### src/rtl/dsd_tick_timer_pkg.sv
// Shared definitions for the frame-tick countdown timer: register map,
// CTRL field layout and FSM state encoding.
package dsd_tick_timer_pkg;

   localparam int unsigned BUS_DW = 32;
   localparam int unsigned ADR_W  = 3;

   // Register indices on adr_i
   localparam logic [ADR_W-1:0] REG_CTRL   = 3'd0;
   localparam logic [ADR_W-1:0] REG_RELOAD = 3'd1;
   localparam logic [ADR_W-1:0] REG_COUNT  = 3'd2;
   localparam logic [ADR_W-1:0] REG_STATUS = 3'd3;
   localparam logic [ADR_W-1:0] REG_FRAMES = 3'd4;

   // CTRL bit positions
   localparam int unsigned CTRL_EN   = 0;
   localparam int unsigned CTRL_AUTO = 1;
   localparam int unsigned CTRL_IE   = 2;
   localparam int unsigned CTRL_W    = 3;

   // STATUS bit positions
   localparam int unsigned STAT_PEND = 0;

   typedef enum logic [1:0] {
      IDLE = 2'b00,
      RUN  = 2'b01,
      DONE = 2'b10
   } state_e;

   // Packed so that en lands on bit0, auto_rl on bit1, ie on bit2
   typedef struct packed {
      logic ie;
      logic auto_rl;
      logic en;
   } ctrl_t;

   // Extract the CTRL fields from a bus write word
   function automatic ctrl_t to_ctrl(input logic [BUS_DW-1:0] d);
      return ctrl_t'(d[CTRL_W-1:0]);
   endfunction

endpackage

### src/rtl/dsd_tick_timer_if.sv
// Wishbone-style slave bus bundle for the tick timer.
//   cyc_i/stb_i/we_i/adr_i/dat_i : master -> slave request
//   dat_o/ack_o                  : slave -> master response (registered)
interface dsd_tick_timer_if;
   import dsd_tick_timer_pkg::*;

   logic              cyc_i;
   logic              stb_i;
   logic              we_i;
   logic [ADR_W-1:0]  adr_i;
   logic [BUS_DW-1:0] dat_i;
   logic [BUS_DW-1:0] dat_o;
   logic              ack_o;

   modport slave (
      input  cyc_i, stb_i, we_i, adr_i, dat_i,
      output dat_o, ack_o
   );

   modport master (
      output cyc_i, stb_i, we_i, adr_i, dat_i,
      input  dat_o, ack_o
   );

endinterface

### src/rtl/dsd_edge_det.sv
// Registered rising-edge detector for a same-domain pulse.
//   clk_i, rst_ni : clock, async active-low reset
//   i_sig         : level input
//   o_rise_c      : combinational, high in the first cycle i_sig is high
module dsd_edge_det (
   input  logic clk_i,
   input  logic rst_ni,
   input  logic i_sig,
   output logic o_rise_c
);

   logic r_sig_q;

   always_ff @(posedge clk_i or negedge rst_ni) begin
      if (!rst_ni) r_sig_q <= 1'b0;
      else         r_sig_q <= i_sig;
   end

   // r_sig_q resets low, so a level already high at release counts as an edge
   assign o_rise_c = i_sig & ~r_sig_q;

endmodule

### src/rtl/dsd_tick_timer.sv
// Countdown timer clocked by the 30 Hz frame tick, with free-running frame
// counter, one-shot / auto-reload expiry and a PEND/IE interrupt.
//   clk_i, rst_ni : clock, async active-low reset
//   tick_i        : frame-tick pulse (any width, same clock domain)
//   bus           : Wishbone-style slave port (dat_o/ack_o registered)
//   irq_o         : registered interrupt request, PEND & IE
module dsd_tick_timer
   import dsd_tick_timer_pkg::*;
#(
   parameter int unsigned TMR_W = 16
) (
   input  logic                  clk_i,
   input  logic                  rst_ni,
   input  logic                  tick_i,
   dsd_tick_timer_if.slave       bus,
   output logic                  irq_o
);

   logic              w_tick_re;
   logic              w_cs;
   logic              w_wr;
   logic              w_ctrl_wr;
   logic              w_reload_wr;
   logic              w_count_wr;
   logic              w_status_wr;
   logic              w_frames_wr;
   logic              w_start;
   logic              w_tick_run;
   logic              w_expire;
   logic              w_unused_dat;
   ctrl_t             w_wr_ctrl;
   state_e            w_state_nxt;
   logic [BUS_DW-1:0] w_rdata;

   state_e            r_state;
   ctrl_t             r_ctrl;
   logic [TMR_W-1:0]  r_reload;
   logic [TMR_W-1:0]  r_count;
   logic [BUS_DW-1:0] r_frames;
   logic              r_pend;

   dsd_edge_det u_tick_edge (
      .clk_i    (clk_i),
      .rst_ni   (rst_ni),
      .i_sig    (tick_i),
      .o_rise_c (w_tick_re)
   );

   // Bus decode: a held strobe writes only on its first cycle
   assign w_cs        = bus.cyc_i & bus.stb_i;
   assign w_wr        = w_cs & bus.we_i & ~bus.ack_o;
   assign w_wr_ctrl   = to_ctrl(bus.dat_i);
   assign w_ctrl_wr   = w_wr & (bus.adr_i == REG_CTRL);
   assign w_reload_wr = w_wr & (bus.adr_i == REG_RELOAD);
   assign w_count_wr  = w_wr & (bus.adr_i == REG_COUNT);
   assign w_status_wr = w_wr & (bus.adr_i == REG_STATUS);
   assign w_frames_wr = w_wr & (bus.adr_i == REG_FRAMES);
   assign w_unused_dat = ^bus.dat_i;

   // Enabling from IDLE/DONE with an empty count picks up RELOAD
   assign w_start    = w_ctrl_wr & w_wr_ctrl.en & (r_state != RUN);
   // A direct COUNT write swallows the tick's countdown action
   assign w_tick_run = w_tick_re & (r_state == RUN) & ~w_count_wr;
   assign w_expire   = w_tick_run & (r_count <= TMR_W'(1));

   // FSM state register
   always_ff @(posedge clk_i or negedge rst_ni) begin
      if (!rst_ni) r_state <= IDLE;
      else         r_state <= w_state_nxt;
   end

   // FSM next state; a CTRL write overrides a concurrent one-shot expiry
   always_comb begin
      w_state_nxt = r_state;
      case (r_state)
         IDLE: begin
            if (w_ctrl_wr && w_wr_ctrl.en) w_state_nxt = RUN;
         end
         RUN: begin
            if (w_ctrl_wr)                           w_state_nxt = w_wr_ctrl.en ? RUN : IDLE;
            else if (w_expire && !r_ctrl.auto_rl)    w_state_nxt = DONE;
         end
         DONE: begin
            if (w_ctrl_wr) w_state_nxt = w_wr_ctrl.en ? RUN : IDLE;
         end
         default: w_state_nxt = IDLE;
      endcase
   end

   // Register file, countdown and frame counter
   always_ff @(posedge clk_i or negedge rst_ni) begin
      if (!rst_ni) begin
         r_ctrl   <= '0;
         r_reload <= '0;
         r_count  <= '0;
         r_frames <= '0;
         r_pend   <= 1'b0;
         irq_o    <= 1'b0;
      end else begin
         if (w_ctrl_wr)                          r_ctrl    <= w_wr_ctrl;
         else if (w_expire && !r_ctrl.auto_rl)   r_ctrl.en <= 1'b0;

         if (w_reload_wr) r_reload <= bus.dat_i[TMR_W-1:0];

         if (w_count_wr)                   r_count <= bus.dat_i[TMR_W-1:0];
         else if (w_start && r_count == '0) r_count <= r_reload;
         else if (w_expire)                r_count <= r_ctrl.auto_rl ? r_reload : '0;
         else if (w_tick_run)              r_count <= r_count - TMR_W'(1);

         // Expiry set wins over a same-cycle software clear
         if (w_expire)                                     r_pend <= 1'b1;
         else if (w_status_wr && bus.dat_i[STAT_PEND])     r_pend <= 1'b0;

         if (w_frames_wr)    r_frames <= '0;
         else if (w_tick_re) r_frames <= r_frames + BUS_DW'(1);

         irq_o <= r_pend & r_ctrl.ie;
      end
   end

   // Read mux
   always_comb begin
      w_rdata = '0;
      case (bus.adr_i)
         REG_CTRL:   w_rdata = BUS_DW'(r_ctrl);
         REG_RELOAD: w_rdata = BUS_DW'(r_reload);
         REG_COUNT:  w_rdata = BUS_DW'(r_count);
         REG_STATUS: w_rdata = BUS_DW'({r_state, r_pend});
         REG_FRAMES: w_rdata = r_frames;
         default:    w_rdata = '0;
      endcase
   end

   // Bus response: ack follows cs by one cycle, data zero outside ack
   always_ff @(posedge clk_i or negedge rst_ni) begin
      if (!rst_ni) begin
         bus.ack_o <= 1'b0;
         bus.dat_o <= '0;
      end else begin
         bus.ack_o <= w_cs;
         bus.dat_o <= w_cs ? w_rdata : '0;
      end
   end

endmodule

### src/flat_wrapper.sv
// flat-port wrapper written by rule: the top's interface ports become plain ports
module dsd_tick_timer_flat import dsd_tick_timer_pkg::*;
#(
   parameter int unsigned TMR_W = 16
)
  (clk_i, rst_ni, tick_i, irq_o, bus_cyc_i, bus_stb_i, bus_we_i, bus_adr_i, bus_dat_i, bus_dat_o, bus_ack_o);
  dsd_tick_timer_if bus_i ();
  input  logic clk_i;
  input  logic rst_ni;
  input  logic tick_i;
  output logic irq_o;
  input wire logic [$bits(bus_i.cyc_i)-1:0] bus_cyc_i;
  input wire logic [$bits(bus_i.stb_i)-1:0] bus_stb_i;
  input wire logic [$bits(bus_i.we_i)-1:0] bus_we_i;
  input wire logic [$bits(bus_i.adr_i)-1:0] bus_adr_i;
  input wire logic [$bits(bus_i.dat_i)-1:0] bus_dat_i;
  output wire logic [$bits(bus_i.dat_o)-1:0] bus_dat_o;
  output wire logic [$bits(bus_i.ack_o)-1:0] bus_ack_o;
  assign bus_i.cyc_i = bus_cyc_i;
  assign bus_i.stb_i = bus_stb_i;
  assign bus_i.we_i = bus_we_i;
  assign bus_i.adr_i = bus_adr_i;
  assign bus_i.dat_i = bus_dat_i;
  assign bus_dat_o = bus_i.dat_o;
  assign bus_ack_o = bus_i.ack_o;
  dsd_tick_timer #(.TMR_W(TMR_W)) u_core (.clk_i(clk_i), .rst_ni(rst_ni), .tick_i(tick_i), .bus(bus_i), .irq_o(irq_o));
endmodule
### config.mk
export PLATFORM = sky130hd
export DESIGN_NAME = dsd_tick_timer_flat
export DESIGN_NICKNAME = d
export VERILOG_FILES = /design/src/rtl/dsd_tick_timer_pkg.sv /design/src/rtl/dsd_tick_timer_if.sv /design/src/rtl/dsd_edge_det.sv /design/src/rtl/dsd_tick_timer.sv /design/src/flat_wrapper.sv
export SDC_FILE = /design/constraint.sdc
export NUM_CORES = 1
export LEC_CHECK = 0
export ABC_AREA = 1
export CORE_ASPECT_RATIO = 1.75
export CORE_UTILIZATION = 41
export CTS_CLUSTER_SIZE = 12
export DETAILED_ROUTE_END_ITERATION = 12
export GPL_TIMING_DRIVEN = 1
export SLEW_MARGIN = 25
export SYNTH_ARGS = -nofsm -noshare
export SYNTH_HDL_FRONTEND = slang
export SYNTH_SLANG_ARGS = --single-unit
### constraint.sdc
create_clock -name clk_i -period 5.3 [get_ports clk_i]
set_input_delay 1.06 -clock clk_i [delete_from_list [all_inputs] [get_ports clk_i]]
set_output_delay 1.06 -clock clk_i [all_outputs]
set_load 0.01 [all_outputs]
### After elaboration in Yosys (flattened, before gate mapping)

Cells that the tools add are included.

| word-level totals | value |
|---|---|
| input port bits | 41 |
| flip-flop bits (word level) | 105 |
| output and inout bits | 34 |

| cells by class | value |
|---|---|
| bitwise gates (word level) | 18 |
| equality and inequality tests | 10 |
| $lt $le $gt $ge | 1 |
| $add $sub $neg | 2 |
| muxes and demuxes | 19 |
| reduce and logical (&&, ||, !) cells | 13 |

Operator list:

| kind | count |
|---|---|
| case mux 32 bit (5 select lines) | 1 |
| 2-to-1 mux 32 bit | 3 |
| 2-to-1 mux 16 bit | 5 |
| adder 32 x 1 -> 32 bit, second input constant | 1 |
| <= comparator 16 x 1 -> 1 bit, second input constant | 1 |
| logical NOT 16 bit | 1 |
| subtractor 16 x 1 -> 16 bit, second input constant | 1 |
| bitwise AND 1 bit | 15 |
| 2-to-1 mux 2 bit | 4 |
| == test 3 x 2 -> 1 bit, second input constant | 2 |
| != test 2 x 1 -> 1 bit, second input constant | 3 |
| case mux 2 bit (3 select lines) | 1 |
| nonzero test 2 bit | 3 |
| 2-to-1 mux 1 bit | 5 |
| logical AND 1 bit | 4 |
| nonzero test 4 bit | 1 |
| == test 3 x 1 -> 1 bit, second input constant | 1 |
| == test 3 bit, second input constant | 1 |
| logical NOT 3 bit | 1 |
| != test 3 x 2 -> 1 bit, second input constant | 1 |
| NOT 1 bit | 3 |
| AND reduction 3 bit | 1 |
| == test 2 x 1 -> 1 bit, second input constant | 1 |
| == test 2 bit, second input constant | 1 |
| 2 further kinds | 2 |

### Longest topological paths before layout

| logic depth | value |
|---|---|
| depth after elaboration | 11 |
| mapped depth | 13 |

### Modules after synthesis

A second synthesis with hierarchy kept.

| unflattened totals | value |
|---|---|
| cells, all modules | 811 |
| area total of the unflattened synthesis | 6017.0 µm² |

Modules (own cells, without submodules):

| module | sequential area each (µm²) | area an instance (µm²) | instances | cells an instance |
|---|---|---|---|---|
| dsd_tick_timer | 2602.5 | 5982.0 | 1 | 808 |
| dsd_edge_det | 25.0 | 35.0 | 1 | 3 |

### Worst setup path before layout

OpenSTA, ideal clock, no wires.

| path | value |
|---|---|
| path type | input -> register |
| from | in bus_we_i |
| to | reg u_core.r_count[2] |
| data arrival time | 2.255 ns |
| slack | 2.980 ns |
| required time | 5.235 ns |
| library setup time | 0.065 ns |
| stages | 11 |
| path through | inv_1 -> nor2_1 -> nand2_4 -> nor3_2 -> nand3_4 -> and2_4 -> buf_6 -> buf_6 -> a21oi_2 -> nand2_1 -> nand2_1 |

| on the way | value |
|---|---|
| word-level cells in the longest chain between the ends | 9 |
| elaborated cells on any way between the ends | 14 |

Ends and longest elaborated chain:

| item | line | source |
|---|---|---|
| start: declaration | flat_wrapper.sv:14 | `input wire logic [$bits(bus_i.we_i)-1:0] bus_we_i;` |
| bitwise AND 1 bit * (2 in series) | dsd_tick_timer.sv:51 | `assign w_wr = w_cs & bus.we_i & ~bus.ack_o;` |
| bitwise AND 1 bit | dsd_tick_timer.sv:55 | `assign w_count_wr = w_wr & (bus.adr_i == REG_COUNT);` |
| NOT 1 bit | dsd_tick_timer.sv:63 | `assign w_tick_run = w_tick_re & (r_state == RUN) & ~w_count_wr;` |
| bitwise AND 1 bit | dsd_tick_timer.sv:63 |  |
| bitwise AND 1 bit | dsd_tick_timer.sv:64 | `assign w_expire = w_tick_run & (r_count <= TMR_W'(1));` |
| 2-to-1 mux 16 bit | dsd_tick_timer.sv:107 | `else if (w_expire) r_count <= r_ctrl.auto_rl ? r_reload : '0;` |
| 2-to-1 mux 16 bit | dsd_tick_timer.sv:106 | `else if (w_start && r_count == '0) r_count <= r_reload;` |
| 2-to-1 mux 16 bit | dsd_tick_timer.sv:105 | `if (w_count_wr) r_count <= bus.dat_i[TMR_W-1:0];` |
| end signal: assignment | dsd_tick_timer.sv:105 |  |
| end signal: assignment | dsd_tick_timer.sv:106 |  |
| end signal: assignment | dsd_tick_timer.sv:107 |  |
| end: declaration | dsd_tick_timer.sv:38 | `logic [TMR_W-1:0] r_count;` |

Every way passes the cells marked *; elsewhere a longest branch is shown, timed or not.
A chain may end at the register's enable or synchronous reset.

### Worst setup path after layout

| path | value |
|---|---|
| from | in bus_adr_i[0] |
| to | reg u_core.r_frames[24] |

| on the way | value |
|---|---|
| word-level cells in the longest chain between the ends | 3 |
| elaborated cells on any way between the ends | 4 |

Ends and longest elaborated chain:

| item | line | source |
|---|---|---|
| start: declaration | flat_wrapper.sv:15 | `input wire logic [$bits(bus_i.adr_i)-1:0] bus_adr_i;` |
| == test 3 bit * | dsd_tick_timer.sv:57 | `assign w_frames_wr = w_wr & (bus.adr_i == REG_FRAMES);` |
| bitwise AND 1 bit * | dsd_tick_timer.sv:57 |  |
| 2-to-1 mux 32 bit or nonzero test 2 bit (tied branches) | -- |  |
| end signal: assignment | dsd_tick_timer.sv:115 | `else if (w_tick_re) r_frames <= r_frames + BUS_DW'(1);` |
| end: declaration | dsd_tick_timer.sv:39 | `logic [BUS_DW-1:0] r_frames;` |

Marks and branches as above.

==> flow_summary.ini <==
[placement]
dp_hpwl_um = 11860
port_buffers = 58
gp_congestion = 0.9452
place_area_mm2 = 0.006519

[final_layout]
drive_above_1_share_pct = 7.479
antenna_cells = 0
fin_area_mm2 = 0.006804
syn2layout_area_growth_pct = 17.40
nets = 869
fillerInstances = 1402
final_core_util_pct = 49.18

[drt]
vias = 5247
via_per_inst = 5.216
drt.antenna.violating_nets = 0
drt-initial-drc-count = 274
first_pass_iters = 5
wl_per_cell_um = 15.73
wl_um = 15820
drc = 0

[power]
clkPwrFrac_pct = 25.0
seq_power_share_pct = 41.8
power.leakage_nw = 3.312
power_density_mw_per_mm2 = 383.4
p_int_mw = 1.588
comb_power_share_pct = 33.3
switching_power_mw = 1.020
power_mw = 2.608
ir_worst_vdd_mv = 0.1811
switching_share_pct = 39.12

[cts]
insertion_delay_ps = 350
clock_path_buffers = 2
htreeDepth = 3
ctsResizeCount = 0
clock_sinks = 105
numCtsBuffers = 9
cts_setup_buffers = 0
cts_tree = done
clkSlewWorstSetupHoldPaths_ps = 80
root_buffer = clkbuf_16
cts_hold_buf = 0

[synth]
synth_ff_type = dfrtp_1
synthArstFlopShare_pct = 100.0
synth-seq-area-share_pct = 45.34
synth-xor-area-share_pct = 1.511
netlist_area_mm2 = 0.005796
ys_seq_elements = 105
synthSimpleGateAreaFrac_pct = 32.17
synth_area_leaders = dfrtp_1 45%, nand2_1 14%, inv_1 6.3%, nand3_1 5.4%, nor2_1 5.0%
syn_area_per_cell_um2 = 7.507
syn_nets = 817
synth_cells = 772
synth_top_area_share_pct = 45.34
yosys.area.top_type = dfrtp_1
synth_adder_area_share_pct = 0.8636
ys_warn_count = 0
yosysMostFrequentCell = nand2_1
ys_top_cells_by_count = 213 x nand2_1, 105 x dfrtp_1, 98 x inv_1
synth_top_family_by_area = simple AND/OR/NAND/NOR gates
yosysUniqueCellTypes = 38
synth_edf_count = 0
synth_compound_area_share_pct = 11.01
synth_mux_area_share_pct = 0

[timing]
holdWs_ps = 509.0
timing.final.crit_share_pct = 65.61
maxSlewHeadroom_pct = 38.15
drv_slew = 0
tns_ps = 0
skew_ps = 8.447
rsz0062_at_grt = no
setup_viol = 0
min_period_ps = 3477
tightest_slew_ps = 925.6
fmax_mhz = 287.6
hold_violations = 0

[hold_path]
min_path_type = flip-flop to flip-flop
min_path_cells = 2
min_from = u_core.r_pend$_DFFE_PN0P_
min_to = u_core.irq_o$_DFF_PN0_

[grt]
grt_start_max_net_pins = 65
grt_antenna_before_repair = 0
grt_usage_pct = 22.89
grt_overflow = 0
grt_pass1_wl_um = 26400
grt_pass1_vias = 5433

[floorplanning]
core.rowCount = 57
die_w_um = 91.88
io_pins = 75
die-area_mm2 = 0.01463
start_util_pct = 41.89
core_area_mm2 = 0.01384
die_h_um = 159.3

[critical_path]
regToRegStartpoint = u_core.r_count[0]$_DFFE_PN0P_
worstSetupStartpointType = primary input
cpMostUsedCell = nor2_1
slowest_delay_ps = 540
required_ps = 5560
r2r-end = u_core.r_count[4]$_DFFE_PN0P_
critPathLaunch = bus_adr_i[0]
crit_slowest_cell = clkdlybuf4s50_1
crit_chain = clkdlybuf4s50_1, nor2_4, nand2_1, buf_4, nor2_1, nor2_1, inv_1, nand3_1, nor2_1, nor2_1, nor3_1
reg2reg_depth = 12
rrSetupSlack_ps = 2840
end_kind = flip-flop
path_class = primary input to flip-flop
crit_arrival_ps = 3740
crit_path_max_fanout = 33

[flow_run]
cap_violations = 0

[status]
status = completed
[sequential cells by signal (all words and copies together) (netlist names), 2 cells and up]
| name | flops |
|---|---|
| u_core.r_count | 16 |
| u_core.r_reload | 16 |
| u_core.r_state | 2 |
| u_core.r_ctrl | 3 |
| u_core.r_frames | 32 |
| u_core.bus.dat_o | 32 |
[final cells by class]
class	count	area (um^2)	share of cell area, %
Tap cell	177	221.5	3.255
Clock inverter	7	60.06	0.8827
Multi-Input combinational cell	537	2640	38.80
Sequential cell	105	2628	38.62
Timing Repair Buffer	65	630.6	9.268
Clock buffer	9	225.2	3.310
Inverter	106	399.1	5.866
[worst max-delay path by stage]
stage                                                 end  slack, ps
final                     u_core.r_frames[24]$_DFFE_PN0P_       1820
after global placement    u_core.r_frames[24]$_DFFE_PN0P_       1560
after detailed placement  u_core.r_frames[24]$_DFFE_PN0P_       1460
after global routing      u_core.r_frames[24]$_DFFE_PN0P_       1630
after CTS                 u_core.r_frames[24]$_DFFE_PN0P_       1840
after floorplan             u_core.r_count[2]$_DFFE_PN0P_       2980
[cells in the final DEF, fill, tap and decap left out, types with 4 or more instances in the layout]
master,instances
o22ai_1,5
nand2_2,4
clkdlybuf4s50_1,57
dfrtp_1,105
nor3_1,35
nor2_4,4
nand3b_1,4
nor2_1,77
inv_2,5
nand2_1,213
a211oi_1,4
nand4_1,12
xor2_1,10
inv_1,98
clkbuf_16,9
buf_4,8
a21oi_1,19
a21oi_2,14
o21ai_0,41
o221ai_1,13
ha_1,4
nand3_1,63
[routing by layer]
layer  track usage (%)  share of wire [%]  vias to the layer above
met2             42.94                 55                      161
met4             11.22                3.9                        0
met3             2.531                3.6                       49
met1             24.89                 38                     2453
met5                 0                  0                        -
li1                  -                  -                     2584
[stage by stage]
step | worst slack [ps] | instances
finish | 1823 | 1006
global route | 1630 | 1006
CTS | 1836 | 1006
detailed placement | 1458 | 990
global placement | 1564 | 990
floorplan | 2980 | 772
[cell families after synthesis]
family                   after synthesis
buffers and inverters                130
flip-flops                           105
adder cells (fa/ha/maj)                4
AND/OR/NAND/NOR                      423
AO/OA/AOI/OAI                        100
XOR/XNOR                              10
[power by group through the flow]
| stage | clock [mW] | sequential (mW) | combinational, mW |
|---|---|---|---|
| detailed placement | 0 | 1.10 | 0.864 |
| global placement | 0 | 1.10 | 0.857 |
| finish | 0.651 | 1.09 | 0.867 |
| floorplan | 0 | 1.06 | 0.647 |
| global route | 0.702 | 1.11 | 0.992 |
| CTS | 0.667 | 1.09 | 0.872 |
[worst max-delay path: cells and delay by family]
family / cells / cell delay (ps)
AND/OR/NAND/NOR: 8 / 1490
buffers and inverters: 3 / 1190
Power figures use the tool's default switching activity.
